--- src/rtl/bcd_cascade_counter_if.sv ---
// Bus bundle for the cascaded BCD counter: control inputs plus registered status.
interface bcd_cascade_counter_if #(
  parameter int unsigned DIGITS = 4
);
  logic                  load;
  logic [4*DIGITS-1:0]   data_in;
  logic                  counter_on;
  logic                  counter_up;
  logic                  saturate;
  logic [4*DIGITS-1:0]   count;
  logic [DIGITS-1:0]     digit_tc;
  logic                  tc;
  logic                  load_err;

  modport master (
    output load, data_in, counter_on, counter_up, saturate,
    input  count, digit_tc, tc, load_err
  );

  modport slave (
    input  load, data_in, counter_on, counter_up, saturate,
    output count, digit_tc, tc, load_err
  );
endinterface

--- src/rtl/bcd_cascade_counter.sv ---
// Cascaded BCD up/down counter with parallel load, optional saturation and
// a terminal-count flag that is either a single-cycle pulse or stretched.
module bcd_cascade_counter #(
  parameter int unsigned DIGITS     = 4,
  parameter int unsigned TC_STRETCH = 0
) (
  input logic                   clock,
  input logic                   reset,
  bcd_cascade_counter_if.slave  bus
);

  logic [4*DIGITS-1:0] count_q;
  logic                tc_q;
  logic                load_err_q;

  logic [4*DIGITS-1:0] next_cnt;
  logic [4*DIGITS-1:0] load_val;
  logic                load_bad;
  logic                wrap;
  logic [DIGITS-1:0]   dtc;

  // Clamp the load value per nibble and note whether any nibble was illegal.
  always_comb begin
    load_val = '0;
    load_bad = 1'b0;
    for (int unsigned i = 0; i < DIGITS; i++) begin
      if (bus.data_in[4*i +: 4] > 4'd9) begin
        load_val[4*i +: 4] = 4'd9;
        load_bad           = 1'b1;
      end else begin
        load_val[4*i +: 4] = bus.data_in[4*i +: 4];
      end
    end
  end

  // Ripple the carry/borrow through the decades; a carry out of the top digit is the wrap event.
  always_comb begin
    logic carry;
    carry    = 1'b1;
    next_cnt = count_q;
    for (int unsigned i = 0; i < DIGITS; i++) begin
      if (bus.counter_up) begin
        if (carry) begin
          next_cnt[4*i +: 4] = (count_q[4*i +: 4] == 4'd9) ? 4'd0 : count_q[4*i +: 4] + 4'd1;
        end
        carry = carry & (count_q[4*i +: 4] == 4'd9);
      end else begin
        if (carry) begin
          next_cnt[4*i +: 4] = (count_q[4*i +: 4] == 4'd0) ? 4'd9 : count_q[4*i +: 4] - 4'd1;
        end
        carry = carry & (count_q[4*i +: 4] == 4'd0);
      end
    end
    wrap = carry;
  end

  // Per-digit terminal flags from the registered count, suppressed while loading.
  always_comb begin
    dtc = '0;
    for (int unsigned i = 0; i < DIGITS; i++) begin
      dtc[i] = bus.counter_on & ~bus.load &
               (( bus.counter_up & (count_q[4*i +: 4] == 4'd9)) |
                (~bus.counter_up & (count_q[4*i +: 4] == 4'd0)));
    end
  end

  // Count/load register with terminal-count and load-error flags.
  always_ff @(posedge clock or negedge reset) begin
    if (!reset) begin
      count_q    <= '0;
      tc_q       <= 1'b0;
      load_err_q <= 1'b0;
    end else if (bus.load) begin
      count_q    <= load_val;
      load_err_q <= load_bad;
      tc_q       <= 1'b0;
    end else begin
      load_err_q <= 1'b0;
      if (bus.counter_on) begin
        // Saturation just suppresses the rollover; tc still marks the wrap attempt.
        if (!(wrap && bus.saturate)) begin
          count_q <= next_cnt;
        end
        tc_q <= wrap;
      end else if (TC_STRETCH == 0) begin
        tc_q <= 1'b0;
      end
    end
  end

  assign bus.count    = count_q;
  assign bus.digit_tc = dtc;
  assign bus.tc       = tc_q;
  assign bus.load_err = load_err_q;

endmodule

--- src/flat_wrapper.sv ---
// flat-port wrapper written by rule: the top's interface ports become plain ports
module bcd_cascade_counter_flat 
#(
  parameter int unsigned DIGITS     = 4,
  parameter int unsigned TC_STRETCH = 0
)
  (clock, reset, bus_load, bus_data_in, bus_counter_on, bus_counter_up, bus_saturate, bus_count, bus_digit_tc, bus_tc, bus_load_err);
  bcd_cascade_counter_if #(.DIGITS(DIGITS)) bus_i ();
  input logic clock;
  input logic reset;
  input wire logic [$bits(bus_i.load)-1:0] bus_load;
  input wire logic [$bits(bus_i.data_in)-1:0] bus_data_in;
  input wire logic [$bits(bus_i.counter_on)-1:0] bus_counter_on;
  input wire logic [$bits(bus_i.counter_up)-1:0] bus_counter_up;
  input wire logic [$bits(bus_i.saturate)-1:0] bus_saturate;
  output wire logic [$bits(bus_i.count)-1:0] bus_count;
  output wire logic [$bits(bus_i.digit_tc)-1:0] bus_digit_tc;
  output wire logic [$bits(bus_i.tc)-1:0] bus_tc;
  output wire logic [$bits(bus_i.load_err)-1:0] bus_load_err;
  assign bus_i.load = bus_load;
  assign bus_i.data_in = bus_data_in;
  assign bus_i.counter_on = bus_counter_on;
  assign bus_i.counter_up = bus_counter_up;
  assign bus_i.saturate = bus_saturate;
  assign bus_count = bus_i.count;
  assign bus_digit_tc = bus_i.digit_tc;
  assign bus_tc = bus_i.tc;
  assign bus_load_err = bus_i.load_err;
  bcd_cascade_counter #(.DIGITS(DIGITS), .TC_STRETCH(TC_STRETCH)) u_core (.clock(clock), .reset(reset), .bus(bus_i));
endmodule
--- config.mk ---
export PLATFORM = sky130hd
export DESIGN_NAME = bcd_cascade_counter_flat
export DESIGN_NICKNAME = d
export VERILOG_FILES = /design/src/rtl/bcd_cascade_counter_if.sv /design/src/rtl/bcd_cascade_counter.sv /design/src/flat_wrapper.sv
export SDC_FILE = /design/constraint.sdc
export NUM_CORES = 1
export LEC_CHECK = 0
export ABC_CLOCK_PERIOD_IN_PS = 5500
export BUFFER_PORTS_ARGS = -buffer_cell sky130_fd_sc_hd__buf_2
export CELL_PAD_IN_SITES_DETAIL_PLACEMENT = 1
export CELL_PAD_IN_SITES_GLOBAL_PLACEMENT = 1
export CORE_ASPECT_RATIO = 2
export CORE_MARGIN = 10
export CORE_UTILIZATION = 24
export CTS_CLUSTER_DIAMETER = 30
export DETAILED_ROUTE_END_ITERATION = 10
export PLACE_DENSITY = 0.63
export SLEW_MARGIN = 40
export SYNTH_ARGS = -nofsm -noshare
export SYNTH_HDL_FRONTEND = slang
export SYNTH_SLANG_ARGS = --single-unit
--- constraint.sdc ---
create_clock -name clock -period 5.5 [get_ports clock]
set_input_delay 0.275 -clock clock [delete_from_list [all_inputs] [get_ports clock]]
set_output_delay 0.275 -clock clock [all_outputs]
set_load 0.02 [all_outputs]
* Word level (Yosys, flattened, before mapping)
Index checks and enable logic that the tools add are counted.
** Operators by class
- Multiplexer cells :: 36
- Bitwise operators :: 25
- Add/sub/neg operators :: 8
- Order comparisons :: 4
- Reduce and logical (&&, ||, !) cells :: 13
- Equality and inequality tests :: 5
** Operators with widths (number)
- 4-bit 2-to-1 mux :: 22
- 16-bit 2-to-1 mux :: 3
- 1-bit bitwise AND :: 19
- 4-bit by 1-bit adder with 4-bit output, second input constant :: 4
- 4-bit equality test, second input constant :: 4
- 4-bit > comparator, second input constant :: 4
- 4-bit logical NOT :: 4
- 4-bit by 1-bit subtractor with 4-bit output, second input constant :: 4
- 1-bit 2-to-1 mux :: 11
- 3-bit AND reduction :: 3
- 2-bit nonzero test :: 4
- 1-bit OR :: 4
- 2-bit inequality test, second input constant :: 1
- 1-bit NOT :: 2
- 2-bit AND reduction :: 1
- 1-bit logical AND :: 1
** Word-level totals
- Word-level logic and storage cells :: 97
- Output and inout bits :: 22
- Flip-flop bits (word level) :: 18
- Input bits :: 22

* Longest topological paths before layout
Gate-level depths: netlist of run 1.
- Depth in word-level cells :: 12
- Gate-level depth with buffers :: 8
- Depth with buffers taken out :: 5

* Worst setup path after synthesis of run 1
Ideal clock, no wire load.
- Kind :: reg2reg
- Start point :: register u_core.count_q[15], in the netlist u_core.bus.count[15]
- End point :: register u_core.count_q[10], in the netlist u_core.bus.count[10]
- Setup slack :: 3.612 ns
- Required time :: 5.372 ns
- Library setup time :: 0.128 ns
- Cell stages (with the launch flop) :: 7
- Path buffers :: 1
- Arrival time :: 1.760 ns
- Clock period less this slack :: 1.888 ns
- Cells stage by stage :: dfrtp_1 -> buf_2 -> nor3_1 -> o211a_1 -> a21oi_1 -> a21oi_2 -> mux2_1
** Between the ends
- Longest elaborated chain between the ends :: 6
- Elaborated cells on any way between the ends :: 8
- Classes of those cells :: 2 x eq/ne; 1 x mux; 2 x bitwise; 3 x reduce/logical
** Ends and longest elaborated chain
- start: declaration :: line bcd_cascade_counter.sv:12 : logic [4*DIGITS-1:0] count_q;
- start signal: assignment :: line bcd_cascade_counter.sv:74 : count_q <= load_val;
- start signal: assignment :: line bcd_cascade_counter.sv:82 : count_q <= next_cnt;
- 4-bit equality test or 4-bit logical NOT (tied branches) :: line bcd_cascade_counter.sv:46, bcd_cascade_counter.sv:51
- 1-bit bitwise AND (on tied branches) :: line bcd_cascade_counter.sv:46, bcd_cascade_counter.sv:51
- 1-bit 2-to-1 mux * :: line bcd_cascade_counter.sv:42 : if (bus.counter_up) begin
- 1-bit logical AND * :: line bcd_cascade_counter.sv:81 : if (!(wrap && bus.saturate)) begin
- 2-bit inequality test (no source line) *
- 3-bit AND reduction (no source line) *
Mark *: on every way between the ends. The rest lies on a longest branch, timed or not.
A chain may end at the register's enable or synchronous reset.

* Final worst setup path of run 1
- Start point :: input port bus_counter_up
- End point :: register u_core.count_q[14], in the netlist u_core.bus.count[14]
** Between the ends
- Longest elaborated chain between the ends :: 10
- Elaborated cells on any way between the ends :: 18
- Classes of those cells :: 1 x eq/ne; 8 x mux; 6 x bitwise; 3 x reduce/logical
** Ends and longest elaborated chain
- start: declaration :: line flat_wrapper.sv:14 : input wire logic [$bits(bus_i.counter_up)-1:0] bus_counter_up;
- 1-bit 2-to-1 mux :: line bcd_cascade_counter.sv:42
- 1-bit bitwise AND (on tied branches) :: line bcd_cascade_counter.sv:51, bcd_cascade_counter.sv:46
- 1-bit 2-to-1 mux :: line bcd_cascade_counter.sv:42
- 1-bit bitwise AND (on tied branches) :: line bcd_cascade_counter.sv:51, bcd_cascade_counter.sv:46
- 1-bit 2-to-1 mux :: line bcd_cascade_counter.sv:42
- 1-bit bitwise AND (on tied branches) :: line bcd_cascade_counter.sv:51, bcd_cascade_counter.sv:46
- 1-bit 2-to-1 mux :: line bcd_cascade_counter.sv:42
- 1-bit logical AND :: line bcd_cascade_counter.sv:81
- 2-bit inequality test (no source line)
- 3-bit AND reduction (no source line)
Parallel ways exist; a longest one is shown, timed or not. The select of a mux whose other input is x is not followed.

==> results of run 1 <==
-- logic make-up after synthesis --
kind of cell,count (synthesis),synth area share (%)
AOI/OAI and AO/OA,67,27.5
xor gates and xnor gates,5,2.60
buffers and inverters,25,6.47
DFF,18,26.8
muxes,17,10.8
and+or+nand+nor,78,25.8
-- worst max-delay path, cell delays in order --
cell and delay (ns):
buf_2 0.56, and3_2 0.36, o21ai_2 0.12, nor4_4 0.51
mux2i_1 0.24, o21ai_1 0.07
-- registers in the layout, summed over array words and instances, names as in the netlist --
name and cells:
u_core.bus.load_err 1, u_core.bus.tc 1, u_core.bus.count 16
-- cell type report --
| type | count | area share (%) |
|---|---|---|
| Clock buffer | 4 | 4.40 |
| Sequential cell | 18 | 22.3 |
| Timing Repair Buffer | 44 | 11.2 |
| Tap cell | 90 | 5.58 |
| Multi-Input combinational cell | 167 | 55.6 |
| Inverter | 5 | 0.930 |
-- layer usage --
layer  GRT usage [%]  part of all wire [%]  wire, um
met2            17.3                    52      2770
met5               0                     0         0
met1            11.6                    42      2250
met4            2.37                   1.1        57
met3            2.40                   5.0       265
-- stage by stage --
| stage | hold slack (ns) | utilization (%) | cells |
|---|---|---|---|
| floorplan | -0.0206 | - | 210 |
| global placement | 0.241 | 27.9 | 323 |
| detailed placement | 0.242 | 27.9 | 323 |
| CTS | 0.250 | 29.3 | 328 |
| global route | 0.266 | 29.3 | 328 |
| finish | 0.251 | 29.3 | 328 |
-- path summary, 6_finish.rpt --
path,end,slack [ns],from
max in group asynchronous,u_core.bus.count[14],4.68,reset
min reg2reg,u_core.bus.count[6],0.69,u_core.bus.count[6]
min,u_core.bus.count[2],0.25,bus_data_in[2]
max,u_core.bus.count[14],3.47,bus_counter_up
max reg2reg,u_core.bus.count[11],3.49,u_core.bus.count[0]
min in group asynchronous,u_core.bus.count[9],0.51,reset
-- power by group --
group / switching, mW / leakage [nW] / total [mW] / internal [mW]
registers: 0.0719 / 0.219 / 0.228 / 0.156
logic: 0.141 / 0.581 / 0.250 / 0.109
clock network: 0.0541 / 0.0442 / 0.165 / 0.111
-- timing repair --
| item | in CTS | in global routing |
|---|---|---|
| hold buffers | 1 | 0 |
| setup buffers | 0 | 0 |
| endpoints found under the hold margin | 18 | 0 |
-- cell usage in the layout (no fill, tap or decap), types with 7 or more instances in the layout --
master | synthesis | final
o21ai_0 | 19 | 19
nor2_1 | 22 | 22
buf_2 | 6 | 43
nand2_1 | 14 | 14
a21oi_1 | 7 | 7
dfrtp_1 | 18 | 18
mux2i_1 | 8 | 8
mux2_1 | 8 | 8
==> reports/qor.yml, run 1 <==
run_status:
  run_status: "complete, no violations"
worst_setup_path:
  crit_arrival_ns: 2.15
  worstPathRequired_ns: 5.63
  critical_path_class: "input pin to flop"
  crit_path_end_kind: "flop"
  reg2regPathDepth: 5
  cp_max_fo: 44
  start_kind: "input pin"
pwr:
  p_per_area_mw_per_mm2: 319
  p_total_mw: 0.643
  peakVddDrop_mv: 0.0922
  power_leakage_nw: 0.844
timing:
  slew_violations: 0
  finalSetupTns_ns: 0
  fmax_mhz: 494
  timing.final.crit_share_pct: 36.8
  max_slew_margin_pct: 51.7
  clock_skew_ns: 0.00216
  grt_setup_unrepaired: "false"
  finalWorstSetupSlack_ns: 3.47
  hold_violations: 0
  tightestPinTransition_ns: 0.724
  setup_viol_count_final: 0
  final.min_clock_period_ns: 2.03
cts:
  cts.sinks: 18
  cts_tree: "yes"
  cts_root_buffer: "clkbuf_16"
  post_cts_resized: 0
  cts_buffers: 3
  cts.clk_slew.worst_paths_ns: 0.06
  h-tree-depth: 1
  cts_buffer_depth: 2
  worstSkewPairLatency_ns: 0.25
route:
  num_vias: 1715
  drt_iter0_drc: 115
  viasPerCell: 5.23
  first_pass_iters: 4
  routed_wl_mm: 5.34
  post-route-drc-count: 0
  postRouteAntennaNets: 0
  wl_per_cell_um: 16.3
die:
  num_rows: 43
  start_util_pct: 24.4
  die_w_um: 79.2
  dieArea_sq_mm: 0.0110
  ios: 44
  die_h_um: 138
  core_area_sq_mm: 0.00689
cells_and_area:
  diodes: 0
  areaGrowthSynthToFinish_pct: 20.0
  final_area_sq_mm: 0.00202
  fillers: 892
  seqCellArea_sq_um: 450
  drive_above_1_share_pct: 25.2
  final_nets: 261
  multi_input_area_sq_mm: 0.00112
grt:
  grtUsageTotal_pct: 9.92
  grt_pass1_wl_mm: 9.12
  grt_overflow: 0
  grt_max_degree: 45
  antenna_found_initial: 0
  grt_pass1_vias: 1822
worst_hold_path:
  hp-class: "input pin to flop"
  hold_depth: 3
yosys:
  synthFlopType: "dfrtp_1"
  syn_inst: 210
  yosysMostFrequentCell: "nor2_1"
  ys_top_cells_by_count: "22 x nor2_1, 19 x o21ai_0, 18 x dfrtp_1"
  netlist.area_leader.share_pct: 26.8
  synth_area_per_cell_sq_um: 8.01
  yosysWarnings: 0
  synthArstFlopShare_pct: 100
  yosys.area.top_type: "dfrtp_1"
  ys_ff_latch: 18
  synth_edf_count: 0
  syn_nets: 232
  synth.area.top_cells: "dfrtp_1 27%, o21ai_0 5.7%, mux2_1 5.4%, nor2_1 4.9%, mux2i_1 4.8%"
  syn-cell-area_sq_mm: 0.00168
  synth_cell_type_count: 55
  ys_seq_area_share_pct: 26.8
placed_design:
  place_congestion: 0.732
  dp_hpwl_mm: 4.11
  placed_cell_area_sq_mm: 0.00192
  dp_slack_ns: 3.18
  io_buffers: 43
job:
  drv_cap: 0
(Power assumes the default switching activity.)
==> run 2: changes to the inputs <==
- ABC_AREA: unset -> 1
- ABC_CLOCK_PERIOD_IN_PS: 5500 -> 1800
- PLACE_DENSITY: 0.63 -> 0.68
- clock period: 5.5 -> 1.8 ns (I/O delays scaled with it)
==> run 2 against run 1 <==
Synthesized cell count increased by 21%. Largest power group unchanged. Register-to-register slack got worse by 3.3 ns. Non-clock buffer count is 11 higher.
==> reports/qor.yml, run 2 <==
worst_setup_path:
  crit_buf_inv: 0  # was 1
  cp_top_family: "simple AND/OR/NAND/NOR gates"  # unchanged
  crit_path_end_kind: "flop"  # unchanged
  start_kind: "flop"  # was input pin
  crit_path_max_incr_delay_ns: 0.49  # was 0.56 ns
  critical_path_class: "flop to flop"  # was input pin to flop
  cp_slowest_cell: "dfrtp_1"  # was buf_2
  cp_max_fo: 8  # was 44
  worstPathRequired_ns: 1.94  # was 5.63 ns
  path_cells: "nor2_4 > nand2_1 > nand2_2 > nand2_4 > nor2_8 > nand3_4 > nand3_4 > nand2_2 > nand2_1 > nand2_1"  # was buf_2 > and3_2 > o21ai_2 > nor4_4 > mux2i_1 > o21ai_1
  crit_arrival_ns: 1.79  # was 2.15 ns
  reg2reg_slack_ns: 0.15  # was 3.49 ns
  critPathMostFrequentCell: "nand2_1"
timing:
  max_slew_margin_pct: 64.6  # was 51.7%
  fmax_mhz: 606
  setup_viol_count_final: 0  # unchanged
  slew_violations: 0  # unchanged
  clock_skew_ns: 0.00186  # was 0.00216 ns
  hold_violations: 0  # unchanged
  finalWorstSetupSlack_ns: 0.150  # was 3.47 ns
  timing.final.crit_share_pct: 91.7
  whs_ns: 0.152  # was 0.251 ns
  finalSetupTns_ns: 0  # unchanged
  grt_setup_unrepaired: "false"  # unchanged
  tightestPinTransition_ns: 0.525  # was 0.724 ns
  final.min_clock_period_ns: 1.65
die:
  dieArea_sq_mm: 0.0107  # was 0.0110 sq mm
  ios: 44  # unchanged
  die_h_um: 136  # was 138 um
  num_rows: 42  # was 43
  core_area_sq_mm: 0.00662  # was 0.00689 sq mm
  die_w_um: 78.2  # was 79.2 um
  start_util_pct: 24.6  # was 24.4%
cells_and_area:
  final_nets: 330  # was 261
  final_cell_mix: "82 x nand2_1, 43 x buf_2, 30 x nand3_1"  # was 43 x buf_2, 22 x nor2_1, 19 x o21ai_0
  fin_util_pct: 31.7  # was 29.3%
  drive_above_1_share_pct: 28.1  # was 25.2%
  final_common_cell: "nand2_1"  # was buf_2
  areaGrowthSynthToFinish_pct: 29.1  # was 20.0%
  diodes: 0  # unchanged
  largest_reg_flops: 16  # unchanged
  final_area_sq_mm: 0.00210  # was 0.00202 sq mm
cts:
  worstSkewPairLatency_ns: 0.26  # was 0.25 ns
  cts_root_buffer: "clkbuf_16"  # unchanged
  cts.clk_slew.worst_paths_ns: 0.06  # about the same
  cts.sinks: 18  # unchanged
  cts_buffer_depth: 2  # unchanged
  cts_buffers: 3  # unchanged
  cts_tree: "yes"  # unchanged
  h-tree-depth: 1  # unchanged
yosys:
  syn_inst: 255  # was 210
  netlist.area_leader.share_pct: 27.7  # was 26.8%
  syn-cell-area_sq_mm: 0.00163  # was 0.00168 sq mm
  synth_cell_type_count: 29  # was 55
  ys_ff_latch: 18  # unchanged
  synth_area_per_cell_sq_um: 6.38  # was 8.01 sq um
  ys_top_cells_by_count: "82 x nand2_1, 30 x nand3_1, 23 x inv_1, 23 x nor2_1, 20 x o21ai_0"  # was 22 x nor2_1, 19 x o21ai_0, 18 x dfrtp_1
  yosysMostFrequentCell: "nand2_1"  # was nor2_1
  syn_nets: 277  # was 232
  synth.area.top_cells: "dfrtp_1 28%, nand2_1 19%, nand3_1 9.2%, o21ai_0 6.2%, inv_1 5.3%"  # was dfrtp_1 27%, o21ai_0 5.7%, mux2_1 5.4%, nor2_1 4.9%, mux2i_1 4.8%
  synthArstFlopShare_pct: 100  # unchanged
  yosysWarnings: 0  # unchanged
  yosys.area.top_type: "dfrtp_1"  # unchanged
  ys_seq_area_share_pct: 27.7  # was 26.8%
  synth_edf_count: 0  # unchanged
  synthFlopType: "dfrtp_1"  # unchanged
grt:
  antenna_found_initial: 0  # unchanged
  grt_pass1_vias: 2129  # was 1822
  grt_overflow: 0  # unchanged
  grt_pass1_wl_mm: 10.1  # was 9.12 mm
  grt_max_degree: 24  # was 45
  grtUsageTotal_pct: 11.7  # was 9.92%
pwr:
  power_leakage_nw: 1.14  # was 0.844 nW
  p_per_area_mw_per_mm2: 884  # was 319 mW/mm^2
  peakVddDrop_mv: 0.382  # was 0.0922 mV
placed_design:
  io_buffers: 43  # unchanged
  dp_slack_ns: 0.104  # was 3.18 ns
  placed_cell_area_sq_mm: 0.00198  # was 0.00192 sq mm
  dp_hpwl_mm: 4.97  # was 4.11 mm
  place_congestion: 0.805  # was 0.732
route:
  post-route-drc-count: 0  # unchanged
  drt_iter0_drc: 72  # was 115
  postRouteAntennaNets: 0  # unchanged
  viasPerCell: 4.82  # was 5.23
  num_vias: 1899  # was 1715
  first_pass_iters: 4  # unchanged
  wl_per_cell_um: 15.4  # was 16.3 um
  routed_wl_mm: 6.08  # was 5.34 mm
worst_hold_path:
  hp-class: "input pin to flop"  # unchanged
run_status:
  run_status: "complete, no violations"  # unchanged
job:
  drv_cap: 0  # unchanged
-- run 2: changes by cell type in the layout (fill, tap and decap cells not counted), moves of 5 or more --
cell,delta
nand2_4,+5
inv_1,+18
mux2i_1,-8
nor2b_1,-6
buf_4,+11
nand2_1,+68
nand3_1,+24
mux2_1,-8
-- run 2: tightest hold or removal path: stages --
cell     delay (ns)
buf_2          0.08
nand2_1        0.05
inv_1          0.06
o21ai_2        0.05
nand2_1        0.05
-- run 2: logic make-up (layout without fill, tap and decap cells) --
logic type,count (synthesis),count (layout),share of synthesized area (%)
AOI/OAI and AO/OA,42,42,15.2
xor gates and xnor gates,3,3,1.62
buffers and inverters,33,84,8.31
DFF,18,18,27.7
and+or+nand+nor,159,159,47.2
-- run 2: final cells by class --
cell class	count	area [sq um]
clock buffers	3	75.1
well taps	88	110
multi-input cells	204	1060
fillers	914	4520
flip-flops and latches	18	453
inverters	26	97.6
repair buffers	55	308
-- run 2: metrics by stage --
step | instances | total power [mW]
6_report | 394 | 1.86
5_1_grt | 394 | 2.00
4_1_cts | 392 | 1.86
3_5_place_dp | 388 | 1.38
3_3_place_gp | 388 | 1.36
2_1_floorplan | 255 | 1.08
-- run 2: routing by layer --
metal  GRT usage (%)  wire [um]
met4            5.91        204
met1            10.8       2240
met2            23.5       3500
met3            1.59        139
met5               0          0
-- run 2: worst paths after layout --
kind / cells after the start / end / from
worst max-delay path: 10 / u_core.bus.count[5] / u_core.bus.count[1]
worst min-delay path: 5 / u_core.bus.count[3] / bus_data_in[3]
worst max register to register: 10 / u_core.bus.count[5] / u_core.bus.count[1]
worst min register to register: 2 / u_core.bus.count[15] / u_core.bus.count[15]
max in group asynchronous: 2 / u_core.bus.count[15] / reset
min in group asynchronous: 2 / u_core.bus.count[5] / reset
-- run 2: power by group --
group          total [mW]  switching, mW  internal (mW)
Sequential          0.577          0.108          0.468
Clock               0.467          0.173          0.294
Combinational       0.812          0.520          0.293
-- run 2: repair_timing --
action / CTS / global route
buffers inserted: 0 / 2
endpoints found under the setup margin: 0 / 12
hold buffers: 1 / 0
resized for setup: 0 / 5
hold endpoints to repair: 18 / 0
==> run 3: changes to the inputs <==
- GPL_TIMING_DRIVEN: unset -> 0
==> run 3 against run 2 <==
Clock skew hardly changed. Combinational power is 7.0% lower. Global-route usage is 0.25 points lower. Die area stayed put. Non-clock buffer count is 5 lower. Cell area is 1.8% lower. Sequential share of layout area is 0.35 points higher. Via count is 3.4% lower. Power is 2.5% lower. Clock-buffer cell count stayed put. Register-to-register slack hardly changed. Largest cell class unchanged. Largest power group unchanged.
==> reports/qor.yml, run 3 (same netlist as run 2, synthesis figures left out) <==
run_status:
  run_status: "complete, no violations"  # unchanged
die:
  core_area_sq_mm: 0.00662  # unchanged
  num_rows: 42  # unchanged
  dieArea_sq_mm: 0.0107  # unchanged
  start_util_pct: 24.6  # unchanged
  die_h_um: 136  # unchanged
  ios: 44  # unchanged
  die_w_um: 78.2  # unchanged
worst_setup_path:
  critPathMostFrequentCell: "nand2_1"  # unchanged
  path_cells: "nor2_4 > nand2_1 > nand2_2 > nand2_4 > nor2_8 > nand3_4 > nand3_4 > nand2_2 > nand2_1 > nand2_1"  # unchanged
  crit_path_end_kind: "flop"  # unchanged
  crit_arrival_ns: 1.80  # was 1.79 ns
  start_kind: "flop"  # unchanged
  critical_path_class: "flop to flop"  # unchanged
  cp_max_fo: 8  # unchanged
  cp_slowest_cell: "dfrtp_1"  # unchanged
  crit_path_max_incr_delay_ns: 0.49  # about the same
  worstPathRequired_ns: 1.95  # was 1.94 ns
job:
  drv_cap: 0  # unchanged
worst_hold_path:
  hp-class: "input pin to flop"  # unchanged
timing:
  max_slew_margin_pct: 60.9  # was 64.6%
  slew_violations: 0  # unchanged
  fmax_mhz: 605  # was 606 MHz
  clock_skew_ns: 0.00205  # was 0.00186 ns
  setup_viol_count_final: 0  # unchanged
  hold_violations: 0  # unchanged
  final.min_clock_period_ns: 1.65  # about the same
  tightestPinTransition_ns: 0.586  # was 0.525 ns
  timing.final.crit_share_pct: 91.8  # was 91.7%
cts:
  cts_buffer_depth: 2  # unchanged
  cts_root_buffer: "clkbuf_16"  # unchanged
  cts_buffers: 3  # unchanged
  cts.clk_slew.worst_paths_ns: 0.06  # about the same
  worstSkewPairLatency_ns: 0.26  # about the same
  cts.sinks: 18  # unchanged
  h-tree-depth: 1  # unchanged
  cts_tree: "yes"  # unchanged
route:
  first_pass_iters: 4  # unchanged
  viasPerCell: 4.71  # was 4.82
  routed_wl_mm: 6.05  # was 6.08 mm
  postRouteAntennaNets: 0  # unchanged
  drt_iter0_drc: 105  # was 72
  num_vias: 1834  # was 1899
  post-route-drc-count: 0  # unchanged
  wl_per_cell_um: 15.6  # was 15.4 um
pwr:
  switching_share_pct: 43.4  # was 43.2%
  power_leakage_nw: 1.10  # was 1.14 nW
  p_total_mw: 1.81  # was 1.86 mW
  seqPwrFrac_pct: 32.4  # was 31.1%
  peakVddDrop_mv: 0.307  # was 0.382 mV
  p_clk_share_pct: 25.8  # was 25.1%
  p_sw_mw: 0.786  # was 0.801 mW
  p_int_mw: 1.02  # was 1.05 mW
  power_frac_comb_pct: 41.8  # was 43.8%
  p_per_area_mw_per_mm2: 878  # was 884 mW/mm^2
cells_and_area:
  layoutNonFillerInstCount: 389  # was 394
  final_cell_mix: "80 x nand2_1, 44 x buf_2, 30 x nand3_1"  # was 82 x nand2_1, 43 x buf_2, 30 x nand3_1
  areaGrowthSynthToFinish_pct: 26.7  # was 29.1%
  final_common_cell: "nand2_1"  # unchanged
  largest_reg_flops: 16  # unchanged
  drive_above_1_share_pct: 27.2  # was 28.1%
  diodes: 0  # unchanged
  final_nets: 325  # was 330
grt:
  antenna_found_initial: 0  # unchanged
  grt_pass1_vias: 2048  # was 2129
  grt_pass1_wl_mm: 9.83  # was 10.1 mm
  grtUsageTotal_pct: 11.4  # was 11.7%
  grt_overflow: 0  # unchanged
  grt_max_degree: 19  # was 24
placed_design:
  io_buffers: 41  # was 43
  place_congestion: 0.836  # was 0.805
  dp.cells: 384  # was 388
  dp_hpwl_mm: 4.87  # was 4.97 mm
==> run 3: cell count changes in the layout (fill, tap and decap cells not counted) <==
cell      before  now
clkbuf_1       0    2
nor2_2         6    5
inv_2          3    5
buf_4         11    3
dfrtp_2        2    1
buf_2         43   44
inv_1         23   21
dfrtp_1       16   17
nor2_4         1    2
nand2_1       82   80
nand2_2        4    6
==> run 3: final timing paths <==
path | start | endpoint | slack [ns] | depth (start not counted)
max | u_core.bus.count[1] | u_core.bus.count[5] | 0.15 | 10
min | bus_data_in[3] | u_core.bus.count[3] | 0.15 | 5
max reg2reg | u_core.bus.count[1] | u_core.bus.count[5] | 0.15 | 10
min reg2reg | u_core.bus.count[12] | u_core.bus.count[12] | 0.61 | 2
max in group asynchronous | reset | u_core.bus.count[6] | 1.12 | 2
min in group asynchronous | reset | u_core.bus.count[11] | 0.33 | 2
==> run 3: critical path: cells and delay by family (launching register included) <==
kind / cells / cell delay (ns)
flops: 1 / 0.49
simple gates: 10 / 1.04
==> run 3: final cells by class <==
cell class,count,area [sq um]
clock buffer,3,75.1
fill,911,4560
multi-input combinational,204,1070
inverter,26,97.6
timing repair buffer,43,223
tap,88,110
sequential,18,452
buffer,7,37.5
==> run 3: repair_timing <==
action	in CTS	in global routing
resized for setup	0	9
hold buffers	1	0
setup buffers	0	1
hold endpoints to repair	18	0
setup endpoints to repair	0	13
==> run 3: through the flow <==
stage                     util, %  area, sq um  hold slack [ns]  worst slack, ns  setup TNS (ns)
after floorplan                 -         1630           -0.206            0.224               0
after global placement       29.3         1940           0.0728           0.0874               0
after detailed placement     29.3         1940           0.0761           0.0500               0
after CTS                    30.6         2030            0.152           0.0322               0
after global routing         31.1         2060            0.190         -0.00604        -0.00656
final                        31.1         2060            0.146            0.148               0
==> run 3: power groups by stage <==
| stage | clock network [mW] | logic [mW] | registers (mW) |
|---|---|---|---|
| global route | 0.484 | 0.860 | 0.603 |
| global placement | 0 | 0.735 | 0.582 |
| floorplan | 0 | 0.444 | 0.638 |
| CTS | 0.477 | 0.752 | 0.579 |
| finish | 0.467 | 0.755 | 0.587 |
| detailed placement | 0 | 0.745 | 0.586 |
==> run 3: per-layer routing <==
layer / GRT usage (%) / vias up / share of wire [%]
li1: - / 928 / -
met1: 11.1 / 868 / 39
met2: 23.2 / 30 / 57
met3: 1.12 / 8 / 2.3
met4: 4.61 / 0 / 1.8
met5: 0 / - / 0
